[src/rtl/anubis_status_sequencer_if.sv]
// Handshake between the Anubis engine and the status sequencer, plus the control word
// and status outputs that go to the display/speaker controller.
interface anubis_status_sequencer_if;
  logic        op_start;
  logic        op_done;
  logic        op_pass;
  logic        busy;
  logic        ack;
  logic [15:0] ctrl_word;
  logic [1:0]  status;
  logic        beep;

  modport master (
    output op_start, op_done, op_pass,
    input  busy, ack, ctrl_word, status, beep
  );

  modport slave (
    input  op_start, op_done, op_pass,
    output busy, ack, ctrl_word, status, beep
  );
endinterface

[src/rtl/anubis_status_sequencer.sv]
// Times the SAFE/BUSY/PASS/FAIL status phases in ms ticks and drives the one-hot
// control word, status code and fail beep. All outputs are registered.
module anubis_status_sequencer #(
  parameter int unsigned TICK_DIV  = 100_000,
  parameter int unsigned SAFE_MS   = 500,
  parameter int unsigned RESULT_MS = 3000,
  parameter int unsigned BEEP_MS   = 250
) (
  input logic                      clk,
  input logic                      rst,
  anubis_status_sequencer_if.slave bus
);

  localparam int unsigned MsMax  = (SAFE_MS > RESULT_MS) ? SAFE_MS : RESULT_MS;
  localparam int unsigned MsW    = $clog2(MsMax + 1);
  localparam int unsigned PreW   = (TICK_DIV > 1) ? $clog2(TICK_DIV) : 1;
  localparam int unsigned BeepW  = (BEEP_MS > 1) ? $clog2(BEEP_MS) : 1;

  typedef enum logic [2:0] {StIdle, StSafe, StBusy, StPass, StFail} state_e;

  state_e             state_q, state_d;
  logic [PreW-1:0]    pre_q, pre_d;
  logic [MsW-1:0]     ms_q, ms_d;
  logic [BeepW-1:0]   bcnt_q, bcnt_d;
  logic               bph_q, bph_d;
  logic               pend_v_q, pend_v_d;
  logic               pend_p_q, pend_p_d;
  logic               ack_q, ack_d;
  logic               busy_q, busy_d;
  logic [15:0]        ctrl_q, ctrl_d;
  logic [1:0]         status_q, status_d;
  logic               beep_q, beep_d;
  logic               tick;
  logic               done_v;
  logic               done_p;

  assign tick = (pre_q == PreW'(TICK_DIV - 1));

  always_ff @(posedge clk or posedge rst) begin
    if (rst) begin
      state_q  <= StIdle;
      pre_q    <= '0;
      ms_q     <= '0;
      bcnt_q   <= '0;
      bph_q    <= 1'b0;
      pend_v_q <= 1'b0;
      pend_p_q <= 1'b0;
      ack_q    <= 1'b0;
      busy_q   <= 1'b0;
      ctrl_q   <= '0;
      status_q <= '0;
      beep_q   <= 1'b0;
    end else begin
      state_q  <= state_d;
      pre_q    <= pre_d;
      ms_q     <= ms_d;
      bcnt_q   <= bcnt_d;
      bph_q    <= bph_d;
      pend_v_q <= pend_v_d;
      pend_p_q <= pend_p_d;
      ack_q    <= ack_d;
      busy_q   <= busy_d;
      ctrl_q   <= ctrl_d;
      status_q <= status_d;
      beep_q   <= beep_d;
    end
  end

  always_comb begin
    state_d  = state_q;
    pend_v_d = pend_v_q;
    pend_p_d = pend_p_q;
    ack_d    = 1'b0;
    // A done arriving on the SAFE exit cycle still counts as the pending result.
    done_v   = pend_v_q | bus.op_done;
    done_p   = bus.op_done ? bus.op_pass : pend_p_q;

    case (state_q)
      StIdle: begin
        pend_v_d = 1'b0;
        if (bus.op_start) begin
          state_d  = StSafe;
          pend_v_d = bus.op_done;
          pend_p_d = bus.op_done ? bus.op_pass : pend_p_q;
        end
      end
      StSafe: begin
        pend_v_d = done_v;
        pend_p_d = done_p;
        if (tick && ms_q == MsW'(SAFE_MS - 1)) begin
          pend_v_d = 1'b0;
          if (done_v) begin
            state_d = done_p ? StPass : StFail;
            ack_d   = 1'b1;
          end else begin
            state_d = StBusy;
          end
        end
      end
      StBusy: begin
        if (bus.op_done) begin
          state_d = bus.op_pass ? StPass : StFail;
          ack_d   = 1'b1;
        end
      end
      StPass, StFail: begin
        if (tick && ms_q == MsW'(RESULT_MS - 1)) state_d = StIdle;
      end
      default: state_d = StIdle;
    endcase

    // Timebase restarts on every state entry so each phase is exactly N ms long.
    if (state_d != state_q) begin
      pre_d  = '0;
      ms_d   = '0;
      bcnt_d = '0;
      bph_d  = 1'b0;
    end else begin
      pre_d  = tick ? '0 : pre_q + 1'b1;
      ms_d   = ms_q;
      bcnt_d = bcnt_q;
      bph_d  = bph_q;
      if (tick) begin
        if (ms_q != MsW'(MsMax)) ms_d = ms_q + 1'b1;
        if (bcnt_q == BeepW'(BEEP_MS - 1)) begin
          bcnt_d = '0;
          bph_d  = ~bph_q;
        end else begin
          bcnt_d = bcnt_q + 1'b1;
        end
      end
    end
  end

  // Outputs are decoded from the next state so they change on the same edge as state_q.
  always_comb begin
    busy_d   = 1'b0;
    ctrl_d   = 16'h0000;
    status_d = 2'b00;
    beep_d   = 1'b0;
    case (state_d)
      StSafe: begin
        busy_d = 1'b1;
        ctrl_d = 16'h0001;
      end
      StBusy: begin
        busy_d   = 1'b1;
        ctrl_d   = 16'h0002;
        status_d = 2'b01;
      end
      StPass: begin
        ctrl_d   = 16'h0004;
        status_d = 2'b10;
      end
      StFail: begin
        ctrl_d   = 16'h0008;
        status_d = 2'b11;
        beep_d   = ~bph_d;
      end
      default: ;
    endcase
  end

  assign bus.busy      = busy_q;
  assign bus.ack       = ack_q;
  assign bus.ctrl_word = ctrl_q;
  assign bus.status    = status_q;
  assign bus.beep      = beep_q;

endmodule

[src/flat_wrapper.sv]
// flat-port wrapper written by rule: the top's interface ports become plain ports
module anubis_status_sequencer_flat 
#(
  parameter int unsigned TICK_DIV  = 100_000,
  parameter int unsigned SAFE_MS   = 500,
  parameter int unsigned RESULT_MS = 3000,
  parameter int unsigned BEEP_MS   = 250
)
  (clk, rst, bus_op_start, bus_op_done, bus_op_pass, bus_busy, bus_ack, bus_ctrl_word, bus_status, bus_beep);
  anubis_status_sequencer_if bus_i ();
  input logic clk;
  input logic rst;
  input wire logic [$bits(bus_i.op_start)-1:0] bus_op_start;
  input wire logic [$bits(bus_i.op_done)-1:0] bus_op_done;
  input wire logic [$bits(bus_i.op_pass)-1:0] bus_op_pass;
  output wire logic [$bits(bus_i.busy)-1:0] bus_busy;
  output wire logic [$bits(bus_i.ack)-1:0] bus_ack;
  output wire logic [$bits(bus_i.ctrl_word)-1:0] bus_ctrl_word;
  output wire logic [$bits(bus_i.status)-1:0] bus_status;
  output wire logic [$bits(bus_i.beep)-1:0] bus_beep;
  assign bus_i.op_start = bus_op_start;
  assign bus_i.op_done = bus_op_done;
  assign bus_i.op_pass = bus_op_pass;
  assign bus_busy = bus_i.busy;
  assign bus_ack = bus_i.ack;
  assign bus_ctrl_word = bus_i.ctrl_word;
  assign bus_status = bus_i.status;
  assign bus_beep = bus_i.beep;
  anubis_status_sequencer #(.TICK_DIV(TICK_DIV), .SAFE_MS(SAFE_MS), .RESULT_MS(RESULT_MS), .BEEP_MS(BEEP_MS)) u_core (.clk(clk), .rst(rst), .bus(bus_i));
endmodule
[config.mk]
export PLATFORM = sky130hd
export DESIGN_NAME = anubis_status_sequencer_flat
export DESIGN_NICKNAME = d
export VERILOG_FILES = /design/src/rtl/anubis_status_sequencer_if.sv /design/src/rtl/anubis_status_sequencer.sv /design/src/flat_wrapper.sv
export SDC_FILE = /design/constraint.sdc
export NUM_CORES = 1
export LEC_CHECK = 0
export ABC_AREA = 1
export CORE_UTILIZATION = 40
export DETAILED_ROUTE_END_ITERATION = 10
export DONT_BUFFER_PORTS = 1
export PLACE_DENSITY = 0.6
export SLEW_MARGIN = 30
export SYNTH_ARGS = -nofsm -noshare
export SYNTH_HDL_FRONTEND = slang
export SYNTH_SLANG_ARGS = --single-unit
[constraint.sdc]
create_clock -name clk -period 2.7 [get_ports clk]
set_clock_uncertainty 0.05 [all_clocks]
set_input_delay 0.54 -clock clk [delete_from_list [all_inputs] [get_ports clk]]
set_output_delay 0.54 -clock clk [all_outputs]
set_load 0.01 [all_outputs]
==> results.sh <==
export IMPL_status="complete, no violations"
export IMPL_syn_avg_cell_area_sq_um=7.681
export IMPL_grt_pass1_vias=2368
export IMPL_critPathMaxFanout=16
export IMPL_cts_setup_buffers=0
export IMPL_drtIter0Drc=172
export IMPL_synth_ff_type="dfrtp_1"
export IMPL_die_height_microns=90.73
export IMPL_ys_seq_area_share_pct=41.32
export IMPL_p_per_area_nw_per_um2=371.8
export IMPL_clock_latency_ns=0.30
export IMPL_cts_made_buffers=5
export IMPL_cts_tree="done"
export IMPL_rsz0062_at_grt="no"
export IMPL_wl_per_cell_microns=11.82
export IMPL_period_minus_slack_ns=2.303
export IMPL_multi_input_area_sq_um=1511
export IMPL_overflow=0
export IMPL_path_buf_inv=2
export IMPL_end_kind="flop"
export IMPL_ant_nets=0
export IMPL_core_rowCount=31
export IMPL_max_freq_mhz=434.3
export IMPL_cts_htree_levels=2
export IMPL_cts_resized=0
export IMPL_grt_pass1_wl_microns=10830
export IMPL_yosys_cell_types_count=32
export IMPL_drc_errors=0
export IMPL_yosys_warnings=0
export IMPL_cts_sinks=52
export IMPL_peakVddDrop_mv=0.1941
export IMPL_min_path_type="in2async"
export IMPL_area_delta_synth_final_pct=5.006
export IMPL_antenna_cells=0
export IMPL_drt_pass1_iterations=4
export IMPL_port_buffers=0
export IMPL_max_clock_path_buffers=2
export IMPL_dp_slack_ns=0.4070
export IMPL_cap_violations=0
export IMPL_yosys_area_top_type="dfrtp_1"
export IMPL_place_area_sq_um=3226
export IMPL_grt_antenna_before_repair=0
export IMPL_path_class="reg2reg"
export IMPL_dpl_hpwl_microns=4745
export IMPL_pin_count=26
export IMPL_cp_top_family="simple AND/OR/NAND/NOR gates"
export IMPL_worstPathRequired_ns=2.83
export IMPL_synth_area_sq_um=3149
export IMPL_ys_ff_latch=52
export IMPL_worstMarginPinSlew_ns=0.6182
export IMPL_grtUsageTotal_pct=16.11
export IMPL_tns_ns=0
export IMPL_maxSlewHeadroom_pct=58.73
export IMPL_die_area_sq_um=8232
export IMPL_p_leak_uw=0.001516
export IMPL_synthTopCellsByCount="nand2_1 (82), nor2_1 (63), dfrtp_1 (52)"
export IMPL_arrival_ns=2.43
export IMPL_via_per_inst=4.768
export IMPL_root_buffer="clkbuf_8"
export IMPL_synth_top_area_share_pct=41.32
export IMPL_num_vias=2465
export IMPL_n_fill_cell=769
export IMPL_design_area_sq_um=3307
export IMPL_setup_violations=0
export IMPL_synth_area_leaders="dfrtp_1 (41%), nand2_1 (9.8%), nor2_1 (7.5%), inv_1 (6.1%), nor2_4 (3.9%)"
export IMPL_grt_max_degree=29
export IMPL_ctsHoldBuffers=0
export IMPL_nets=428
export IMPL_cp_start_kind="flop"
export IMPL_crit_path_cell_trace="ha_1 > nand3_2 > nor2_2 > inv_1 > nor2_2 > o2111ai_1 > a21o_1 > nand3_2 > buf_4 > a21oi_1"
export IMPL_synth_cells=410
export IMPL_fin_crit_sh_pct=85.28
export IMPL_routed_wl_microns=6110
export IMPL_start_util_pct=42.29
export IMPL_clkTransAtPathRegs_ns=0.09
export IMPL_synth_most_common_cell="nand2_1"
export IMPL_hold_violations=0
export IMPL_layout_setup_ws_ns=0.3975
export IMPL_place_gp_congestion=0.9007
export IMPL_ff_latch_area_sq_um=1301
export IMPL_drv_slew=0
export IMPL_slowest_stage="dfrtp_1"
export IMPL_critPathMaxStageDelay_ns=0.38
export IMPL_async_flop_share_pct=100.0
export IMPL_synth_edff_count=0
export IMPL_drive_above_1_share_pct=14.83
export IMPL_coreArea_sq_um=7447
export IMPL_die_w_microns=90.73
[kinds of logic (layout without fill, tap and decap cells)]
| logic type | count (synthesis) | after routing | synth area share, % |
|---|---|---|---|
| AND/OR/NAND/NOR | 221 | 221 | 34.13 |
| other | 1 | 12 | 0.1191 |
| adder cells (fa/ha/maj) | 5 | 5 | 1.986 |
| AO/OA/AOI/OAI | 32 | 32 | 5.722 |
| flip-flops | 52 | 52 | 41.32 |
| XOR/XNOR | 17 | 17 | 4.728 |
| buffers and inverters | 82 | 79 | 12.00 |
[cell usage in the layout (no fill, tap or decap), types with 6 or more instances in the layout]
master,instances
nor3_1,8
conb_1,12
inv_1,50
nor2_1,63
inv_2,17
nor2_4,11
nand4_1,15
nand2_1,82
dfrtp_1,52
xor2_1,13
nand3_2,6
o21ai_0,10
a21oi_1,12
nand3_1,17
[metal layers]
layer	global-route usage, %	vias to the layer above	wire length, microns
li1	-	1270	-
met1	21.79	1160	3017
met2	26.58	33	2868
met3	2.862	2	201
met4	4.032	0	23
met5	0	-	0
[path summary, 6_finish.rpt]
| check | cells after the start | slack, ns | endpoint | start |
|---|---|---|---|---|
| setup reg to reg | 10 | 0.40 | u_core.ms_q[1] | u_core.pre_q[0] |
| max in group asynchronous | 2 | 1.81 | u_core.state_q[2] | rst |
| min in group clk | 1 | 0.41 | u_core.pre_q[0] | u_core.pre_q[0] |
| hold / removal | 1 | 0.14 | u_core.bus.ack | rst |
| setup / recovery | 10 | 0.40 | u_core.ms_q[1] | u_core.pre_q[0] |
| hold reg to reg | 1 | 0.41 | u_core.pre_q[0] | u_core.pre_q[0] |
[power breakdown]
part | leakage [uW] | switching, uW | internal [uW] | total, uW
clock | 0.0000400 | 240 | 176 | 416
sequential | 0.000686 | 0.666 | 780 | 780
combinational | 0.000790 | 28.5 | 4.97 | 33.5
total | 0.00152 | 269 | 961 | 1230
[worst register-to-register path: cells and delay by family (launching register included)]
family,cells,cell delay (ns)
AOI/OAI and AO/OA,3,0.54
adders and majority gates,1,0.20
buffers and inverters,2,0.41
DFF,1,0.38
and+or+nand+nor,4,0.62
[layout make-up]
class | count | area share, %
clock buffers | 5 | 2.081
clock inverters | 2 | 0.3784
inverters | 67 | 7.605
multi-input cells | 287 | 45.71
flip-flops and latches | 52 | 39.35
well taps | 99 | 3.746
repair buffers | 5 | 1.135
[state kept, by name, indices dropped and copies added, names as in the netlist]
name,cells
u_core.state_q,3
u_core.pend_v_q,1
u_core.bph_q,1
u_core.bus.status,2
u_core.bcnt_q,8
u_core.pre_q,17
u_core.bus.ack,1
u_core.ms_q,12
u_core.bus.busy,1
u_core.bus.beep,1
u_core.bus.ctrl_word,4
u_core.pend_p_q,1
[metrics by stage]
| step | utilization, % | hold slack (ns) | power, uW | instances |
|---|---|---|---|---|
| after floorplan | - | 0.3829 | 834.4 | 421 |
| after global placement | 43.31 | 0.3993 | 830.2 | 510 |
| after detailed placement | 43.31 | 0.4055 | 831.0 | 510 |
| after CTS | 44.41 | 0.1667 | 1254 | 517 |
| after global routing | 44.41 | 0.1892 | 1282 | 517 |
| final | 44.41 | 0.1417 | 1229 | 517 |
No activity file was read; power rests on OpenSTA's default activity.
